==> src/rtl/imem_fetch_ctrl.sv <==
// Instruction fetch controller: drives the combinational instruction memory from
// a fetch PC and buffers {pc, inst} pairs in a small prefetch queue for decode.

module imem_fetch_entry (
  input  logic        Clk,
  input  logic        Clrn,
  input  logic        i_we,
  input  logic [63:0] i_d,
  output logic [63:0] o_q
);
  logic [63:0] r_q;

  always_ff @(posedge Clk or negedge Clrn) begin
    if (!Clrn)      r_q <= '0;
    else if (i_we)  r_q <= i_d;
  end

  assign o_q = r_q;
endmodule

module imem_fetch_ctrl #(
  parameter  int          DEPTH    = 4,
  parameter  logic [31:0] RESET_PC = 32'h0000_0000,
  localparam int          CW       = $clog2(DEPTH) + 1
) (
  input  logic          Clk,
  input  logic          Clrn,
  input  logic          Run,
  input  logic          Redirect,
  input  logic [31:0]   RedirectPC,
  output logic [31:0]   ImemAddr,
  input  logic [31:0]   ImemInst,
  output logic          InstValid,
  output logic [31:0]   InstOut,
  output logic [31:0]   InstPC,
  input  logic          InstReady,
  output logic [CW-1:0] Occupancy
);
  localparam int AW = $clog2(DEPTH);

  typedef struct packed {
    logic [31:0] pc;
    logic [31:0] inst;
  } entry_t;

  logic [31:0]   r_fpc;
  logic [AW-1:0] r_rp;
  logic [AW-1:0] r_wp;
  logic [CW-1:0] r_cnt;

  logic          w_pop;
  logic          w_push;
  logic          w_full;
  entry_t        w_wdata;
  entry_t        w_head;
  logic [DEPTH-1:0] w_we;
  logic [63:0]   w_q [DEPTH];

  assign w_full  = (r_cnt == CW'(DEPTH));
  // Redirect squashes both handshakes so a flushed head is never consumed.
  assign w_pop   = (r_cnt != '0) & InstReady & ~Redirect;
  assign w_push  = Run & ~Redirect & (~w_full | w_pop);
  assign w_wdata = '{pc: r_fpc, inst: ImemInst};

  for (genvar g = 0; g < DEPTH; g++) begin : g_ent
    assign w_we[g] = w_push & (r_wp == AW'(g));
    imem_fetch_entry u_ent (
      .Clk  (Clk),
      .Clrn (Clrn),
      .i_we (w_we[g]),
      .i_d  (w_wdata),
      .o_q  (w_q[g])
    );
  end

  assign w_head = entry_t'(w_q[r_rp]);

  always_ff @(posedge Clk or negedge Clrn) begin
    if (!Clrn) begin
      r_fpc <= RESET_PC;
      r_rp  <= '0;
      r_wp  <= '0;
      r_cnt <= '0;
    end else if (Redirect) begin
      r_fpc <= {RedirectPC[31:2], 2'b00};
      r_rp  <= '0;
      r_wp  <= '0;
      r_cnt <= '0;
    end else begin
      if (w_push) begin
        r_fpc <= r_fpc + 32'd4;
        r_wp  <= r_wp + AW'(1);
      end
      if (w_pop) r_rp <= r_rp + AW'(1);
      r_cnt <= r_cnt + CW'(w_push) - CW'(w_pop);
    end
  end

  // All outputs come straight from registers; no input reaches them combinationally.
  assign ImemAddr  = r_fpc;
  assign InstValid = (r_cnt != '0);
  assign InstOut   = w_head.inst;
  assign InstPC    = w_head.pc;
  assign Occupancy = r_cnt;
endmodule
==> config.mk <==
export PLATFORM = sky130hd
export DESIGN_NAME = imem_fetch_ctrl
export DESIGN_NICKNAME = d
export VERILOG_FILES = /design/src/rtl/imem_fetch_ctrl.sv
export SDC_FILE = /design/constraint.sdc
export NUM_CORES = 1
export LEC_CHECK = 0
export BUFFER_PORTS_ARGS = -buffer_cell sky130_fd_sc_hd__clkbuf_2
export CORE_UTILIZATION = 35
export CTS_CLUSTER_SIZE = 16
export DETAILED_ROUTE_END_ITERATION = 7
export GPL_ROUTABILITY_DRIVEN = 0
export HOLD_SLACK_MARGIN = 0.15
export MAX_ROUTING_LAYER = met4
export SETUP_SLACK_MARGIN = 0.02
export SLEW_MARGIN = 20
export SYNTH_ARGS = -nofsm -noshare
export SYNTH_HDL_FRONTEND = slang
export SYNTH_SLANG_ARGS = --single-unit
export TNS_END_PERCENT = 20
==> constraint.sdc <==
create_clock -name Clk -period 2.87 [get_ports Clk]
set_input_delay 0.287 -clock Clk [delete_from_list [all_inputs] [get_ports Clk]]
set_output_delay 0.287 -clock Clk [all_outputs]
set_load 0.02 [all_outputs]
==> results of run 1 <==
-- metrics by stage --
stage | setup WS [ns] | power [W] | hold slack [ns]
after floorplan | 0.4387 | 0.009734 | -0.008591
after global placement | 0.4729 | 0.01113 | 0.2028
after detailed placement | 0.4503 | 0.01128 | 0.2027
after CTS | 0.3087 | 0.01553 | 0.1701
after global routing | 0.2548 | 0.01614 | 0.1976
final | 0.3823 | 0.01529 | 0.1837
-- cell usage after synthesis, types with 2 or more instances --
library cell,number,share of area
or3_1,2,0.00098
buf_2,11,0.0043
dfrtp_1,285,0.56
buf_4,28,0.016
inv_1,6,0.0018
nand2_4,4,0.0035
clkbuf_1,18,0.0053
o21ai_0,26,0.010
and3_1,10,0.0049
nand3_1,12,0.0047
xor2_1,20,0.014
mux2_1,22,0.019
nand2_1,34,0.010
nand4b_1,2,0.0014
xnor2_1,14,0.0096
and2_1,2,0.00098
nor2_1,10,0.0029
mux4_2,62,0.11
mux2_2,230,0.20
and4_1,2,0.0014
nand4_1,10,0.0049
nor3_1,2,0.00078
ha_1,7,0.0068
-- cell type report --
| cell class | instances | area, um^2 | area share |
|---|---|---|---|
| diodes | 3 | 7.507 | 0.0004701 |
| clock buffers | 54 | 1020 | 0.06386 |
| clock inverters | 6 | 38.79 | 0.002429 |
| inverters | 6 | 22.52 | 0.001410 |
| multi-input cells | 485 | 5346 | 0.3348 |
| flip-flops and latches | 285 | 7139 | 0.4471 |
| well taps | 461 | 576.8 | 0.03612 |
| repair buffers | 250 | 1817 | 0.1138 |
-- power by group --
group	switching (W)	internal, W
clock network	0.00165	0.00244
registers	0.000847	0.00551
logic	0.00223	0.00261
-- flip-flops by register name (all words and copies together), names as in the netlist --
signal,cells
g_ent.u_ent.o_q,248
ImemAddr,30
Occupancy,3
r_rp,2
r_wp,2
-- layout by cell type, fill, tap and decap left out, types with 2 or more instances in the layout --
| cell type | n |
|---|---|
| inv_1 | 6 |
| nor3_1 | 2 |
| nand2_1 | 34 |
| and2_1 | 2 |
| clkbuf_8 | 3 |
| mux4_2 | 62 |
| dlygate4sd3_1 | 64 |
| o21ai_0 | 26 |
| nand4_1 | 10 |
| clkbuf_1 | 14 |
| and3_1 | 10 |
| xor2_1 | 20 |
| conb_1 | 4 |
| or3_1 | 2 |
| ha_1 | 7 |
| diode_2 | 3 |
| xnor2_1 | 14 |
| clkbuf_16 | 37 |
| mux2_1 | 22 |
| nand4b_1 | 2 |
| nand2_4 | 4 |
| buf_4 | 10 |
| dfrtp_4 | 2 |
| mux2_2 | 230 |
| dfrtp_1 | 283 |
| buf_12 | 14 |
| and4_1 | 2 |
| clkinv_2 | 4 |
| nor2_1 | 10 |
| nand3_1 | 12 |
| clkbuf_2 | 161 |
-- logic make-up after synthesis --
logic type,after synthesis,synth area share
AND/OR/NAND/NOR,97,0.04263
AO/OA/AOI/OAI,27,0.01053
buffers and inverters,64,0.02800
other,1,0.0002924
flip-flops,285,0.5560
adder cells (fa/ha/maj),8,0.008389
multiplexers,315,0.3309
XOR/XNOR,34,0.02322
-- routing by layer --
layer  wire, um  share of wire
met4        646          0.022
met1      13470           0.45
met3       1728          0.058
met2      14110           0.47
met5          0              0
-- how the worst min path moves through the flow --
stage / start / end / slack, ns
2_1_floorplan: Clrn / ImemAddr[10]$_DFFE_PN0N_ / -0.009
3_3_place_gp: Clrn / g_ent[1].u_ent.o_q[29]$_DFFE_PN0P_ / 0.20
3_5_place_dp: Clrn / g_ent[1].u_ent.o_q[29]$_DFFE_PN0P_ / 0.20
4_1_cts: Run / r_wp[1]$_DFFE_PN0N_ / 0.17
5_1_grt: Redirect / Occupancy[1]$_DFF_PN0_ / 0.20
6_report: Run / r_wp[1]$_DFFE_PN0N_ / 0.18
-- worst reg2reg max path, stage by stage (launching register included) --
cell      delay (ns)
dfrtp_1         0.47
nor4b_4         0.33
nand2b_1        0.26
nor2_4          0.10
inv_1           0.09
ha_1            0.22
inv_1           0.05
ha_1            0.12
inv_1           0.05
fa_1            0.37
xnor2_1         0.16
nor2_1          0.05
-- repair_timing --
action | in CTS | in global routing
setup buffers | 0 | 0
hold endpoints to repair | 430 | 0
hold buffers | 64 | 0
==> run metrics, run 1 <==
status finished with violations; violated checks design-rule violations; Ys Warns 0; WL/cell about 19 um; initial antenna violation count 3; routing usage on met2 0.2619; post-layout min period between 2 and 2.5 ns; CTS tree done; Pwr per Cell Area 957.3 nW/um^2; Leakage about 7.3 nW; fmax approximately 400 MHz; met1 GRT Util 0.2224; die width 193.4 um; post-route ant nets 0; placed cell area ~14000 um^2; endpoints failing hold 0; total grt overflow 0; Tcrit/Tclk final 0.8668; clock root buffer clkbuf_16; Setup TNS Final 0 ns; Buf/Inv on CP 2; Final nets 1140; via count between 7000 and 8000; post-CTS sizing 0; Rel. slew slack 0.5538; final setup violating endpoints 0; Cell Chain, Critical Path buf_12, mux4_2, clkbuf_2; worst reg2reg setup slack 0.48 ns; worst-case reg-to-reg path depth 11; Async S/R FF share, synth 1.000; post-synthesis cell type count 35; crit path launch r_rp[0]$_DFFE_PN0P_; Total Routing Usage GR 0.1694; largest net degree at the start of global routing a little over 90; TritonCTS Buffers 35; WP depth 3; Die ar. between 30000 and 40000 um^2; Row Count between 60 and 70; WHS Path Cells 4; number of clock sinks between 200 and 300; final core occ 0.4457; chip height 193.4 um; Worst Tran Pin Value 0.6632 ns; GRT busiest layer met2; Crit-path slowest cell dfrtp_4; IO buf count 162; GRT met3 Usage 0.04010; core footprint 35830 um^2; EDFF count, synth 0; Initial Util 0.3580; share of cells above drive strength 1 0.4917; top_reg_cell synth dfrtp_1; crit path to InstPC[14]; startpoint types flip-flop; io pins roughly 170; First DRT Iteration DRCs 309; vias per cell 5.041; HPWL Detailed 18.92 mm; RSZ-0062 raised after global routing no; Synth Register Bits ~290; vias in the first global route ~8300; fill cell count 3292; clock skew 0.01209 ns; DR DRC count 12; HP Class input pin to flip-flop; family with the most delay on the worst path flip-flops; crit path DAT around 2.2 ns; Worst-path clk slew approximately 0.06 ns; worst skew pair latency roughly 0.5 ns; Routed WL about 30 mm; CP required 2.58 ns; Mean Syn Cell Area 15.43 um^2; placed cell count 1423; Mapped Area about 13000 um^2; Final Max Slew Viols 0; first-pass iteration count of the detailed router 7; # Max-Cap Violations 0; area delta synth->final 24.50%; first-pass GRT wire length between 40 and 50 mm; fin cells ~1600; synthesized instance count ~830; Crit path largest cell delay about 0.6 ns; H-tree depth 2; sequential share of the synthesized area 0.5560; CP Class flip-flop to primary output; Final Instance Area roughly 16000 um^2; clk buf depth 3; Max IR drop VDD between 0.5 and 0.6 mV; CP Max Fanout 29; RR Endpoint Occupancy[2]$_DFF_PN0_; reg2reg start Occupancy[1]$_DFF_PN0_; Setup crit end kind primary output
(Power assumes the default switching activity.)
==> run 2, diff against run 1 <==
BUFFER_PORTS_ARGS = -buffer_cell sky130_fd_sc_hd__buf_2   (was -buffer_cell sky130_fd_sc_hd__clkbuf_2)
CORE_ASPECT_RATIO = 0.8   (was default)
HOLD_SLACK_MARGIN = 0.08   (was 0.15)
==> run 2 against run 1 <==
Against the previous run: the flow now finishes without violations; hold slack lost 0.056 ns; register-to-register slack got worse by 0.03 ns; power fell by 1.7%; clock skew is 0.0021 ns lower; critical path type unchanged; largest cell class unchanged.
==> run metrics, run 2 (synthesis results as in run 1) <==
TritonCTS Buffers 30 (-14%); HPWL Detailed 19.02 mm (+0.53%); Routed WL 29.41 mm (-1.8%); number of clock sinks 285 (unchanged); endpoints failing hold 0 (unchanged); die width 216.0 um (+12%); Worst-path clk slew 0.06 ns (about the same); Pwr per Cell Area 945.9 nW/um^2 (-1.2%); vias per cell 4.944 (-1.9%); startpoint types flip-flop; WHS Path Cells 4 (unchanged); Worst Tran Pin Value 0.6785 ns (+0.01528 ns); Crit path largest cell delay 0.59 ns (about the same); total grt overflow 0 (unchanged); Die ar. 37420 um^2 (about the same); Leakage 7.222 nW (-0.72%); min-delay src InstReady; First DRT Iteration DRCs 279 (-9.7%); first-pass iteration count of the detailed router 4 (-3); worst skew pair latency 0.56 ns (+0.05 ns); placed cell count 1445 (+1.5%); max FFs per register 248 (unchanged); Final Instance Area 15880 um^2 (-0.55%); Hold Path End r_rp[0]$_DFFE_PN0P_; post-layout min period 2.463 ns (-0.02508 ns); final setup violating endpoints 0 (unchanged); Row Count 62 (-10%); fill cell count 3291 (-0.030%); io pins 169 (unchanged); Rel. slew slack 0.5477 (-0.006107); crit path DAT 2.18 ns (-0.02 ns); area delta synth->final 23.81%; Tcrit/Tclk final 0.8581 (-0.008739); Initial Util 0.3563 (-0.001655); CTS tree done; post-route ant nets 0 (unchanged); Post-CTS Setup Bufs 0 (unchanged); IO buf count 162 (unchanged); worst reg2reg setup slack 0.45 ns (-0.03 ns); CTS Hold Buffers Added 63 (-1.6%); # Max-Cap Violations 0 (unchanged); initial antenna violation count 2 (-1); vias in the first global route 8197 (-0.77%); DR DRC count 0 (-12); placed cell area 14260 um^2 (about the same); fmax 406.1 MHz (+1.0%); Final Max Slew Viols 0 (unchanged); reg2reg start Occupancy[1]$_DFF_PN0_; Final nets 1137 (-0.26%); core footprint 35990 um^2 (+0.46%); post-CTS sizing 0 (unchanged); clock root buffer clkbuf_16; HP Class input pin to flip-flop; worst-case reg-to-reg path depth 11 (unchanged); share of cells above drive strength 1 0.4963 (+0.004597); commonest non-fill, non-tap cell in the layout dfrtp_1; final core occ 0.4412 (-0.004493); CP Max Fanout 22 (-24%); WL/cell 18.78 um (-2.8%); RSZ-0062 raised after global routing no; chip height 173.2 um (-10%); Setup crit end kind primary output; Cell Chain, Critical Path buf_4, mux4_2, buf_2; Max IR drop VDD 0.4470 mV (-22%); first-pass GRT wire length 47.74 mm (-0.66%); CP required 2.58 ns (about the same); commonest non-fill, non-tap cells in the layout 283 x dfrtp_1, 230 x mux2_2, 161 x buf_2; Total Routing Usage GR 0.1676 (-0.001809); Setup TNS Final 0 ns (unchanged); status finished, final reports clean; via count 7742 (-0.91%); H-tree depth 1 (-1); CP Class flip-flop to primary output; RR Endpoint Occupancy[2]$_DFF_PN0_; Crit-path slowest cell mux4_2; clk buf depth 3 (unchanged); clock skew 0.01001 ns (-0.002083 ns); fin cells 1566 (+1.0%); largest net degree at the start of global routing 84 (-8.7%)
run 2: metrics by stage:
| step | power, W | hold WS [ns] | setup slack [ns] |
|---|---|---|---|
| finish | 0.01502 | 0.1279 | 0.4074 |
| global route | 0.01587 | 0.1248 | 0.2365 |
| CTS | 0.01523 | 0.1044 | 0.3444 |
| detailed placement | 0.01124 | 0.3469 | 0.4335 |
| global placement | 0.01111 | 0.3526 | 0.4198 |
| floorplan | 0.009734 | -0.008591 | 0.4387 |
run 2: power by group:
part / internal, W / switching (W)
clock: 0.00227 / 0.00157
combinational: 0.00262 / 0.00226
sequential: 0.00551 / 0.000795
run 2: routing by layer:
layer / up-vias / GRT usage / share of wire / wire length, um
li1: 3499 / - / - / -
met3: 38 / 0.03632 / 0.046 / 1359
met2: 124 / 0.2536 / 0.46 / 13590
met5: - / - / 0 / 0
met1: 4081 / 0.2304 / 0.47 / 13890
met4: 0 / 0.03932 / 0.019 / 568
run 2: worst max-delay path: cells and delay by family, from the launching register on:
family,cells,cell delay (ns)
buf+inv,2,0.59
mux,1,0.59
flops,1,0.43
run 2: layout make-up:
| type | instances | area [um^2] | share of cell area |
|---|---|---|---|
| diodes | 2 | 5.005 | 0.0003152 |
| clock buffers | 48 | 919.6 | 0.05791 |
| clock inverters | 8 | 67.56 | 0.004255 |
| inverters | 6 | 22.52 | 0.001418 |
| multi-input cells | 485 | 5346 | 0.3367 |
| flip-flops and latches | 285 | 7139 | 0.4496 |
| well taps | 480 | 600.6 | 0.03782 |
| repair buffers | 252 | 1779 | 0.1120 |
run 2: how the worst max path moves through the flow:
stage                        endpoint                    from  depth (start not counted)  slack [ns]
6_report                   InstPC[30]     r_rp[0]$_DFFE_PN0P_                          3        0.41
5_1_grt        Occupancy[2]$_DFF_PN0_  Occupancy[1]$_DFF_PN0_                         11        0.24
4_1_cts                    InstPC[30]     r_rp[0]$_DFFE_PN0P_                          3        0.34
3_5_place_dp   Occupancy[2]$_DFF_PN0_  Occupancy[1]$_DFF_PN0_                         11        0.43
3_3_place_gp   Occupancy[2]$_DFF_PN0_  Occupancy[1]$_DFF_PN0_                         11        0.42
2_1_floorplan  Occupancy[2]$_DFF_PN0_  Occupancy[1]$_DFF_PN0_                         11        0.44
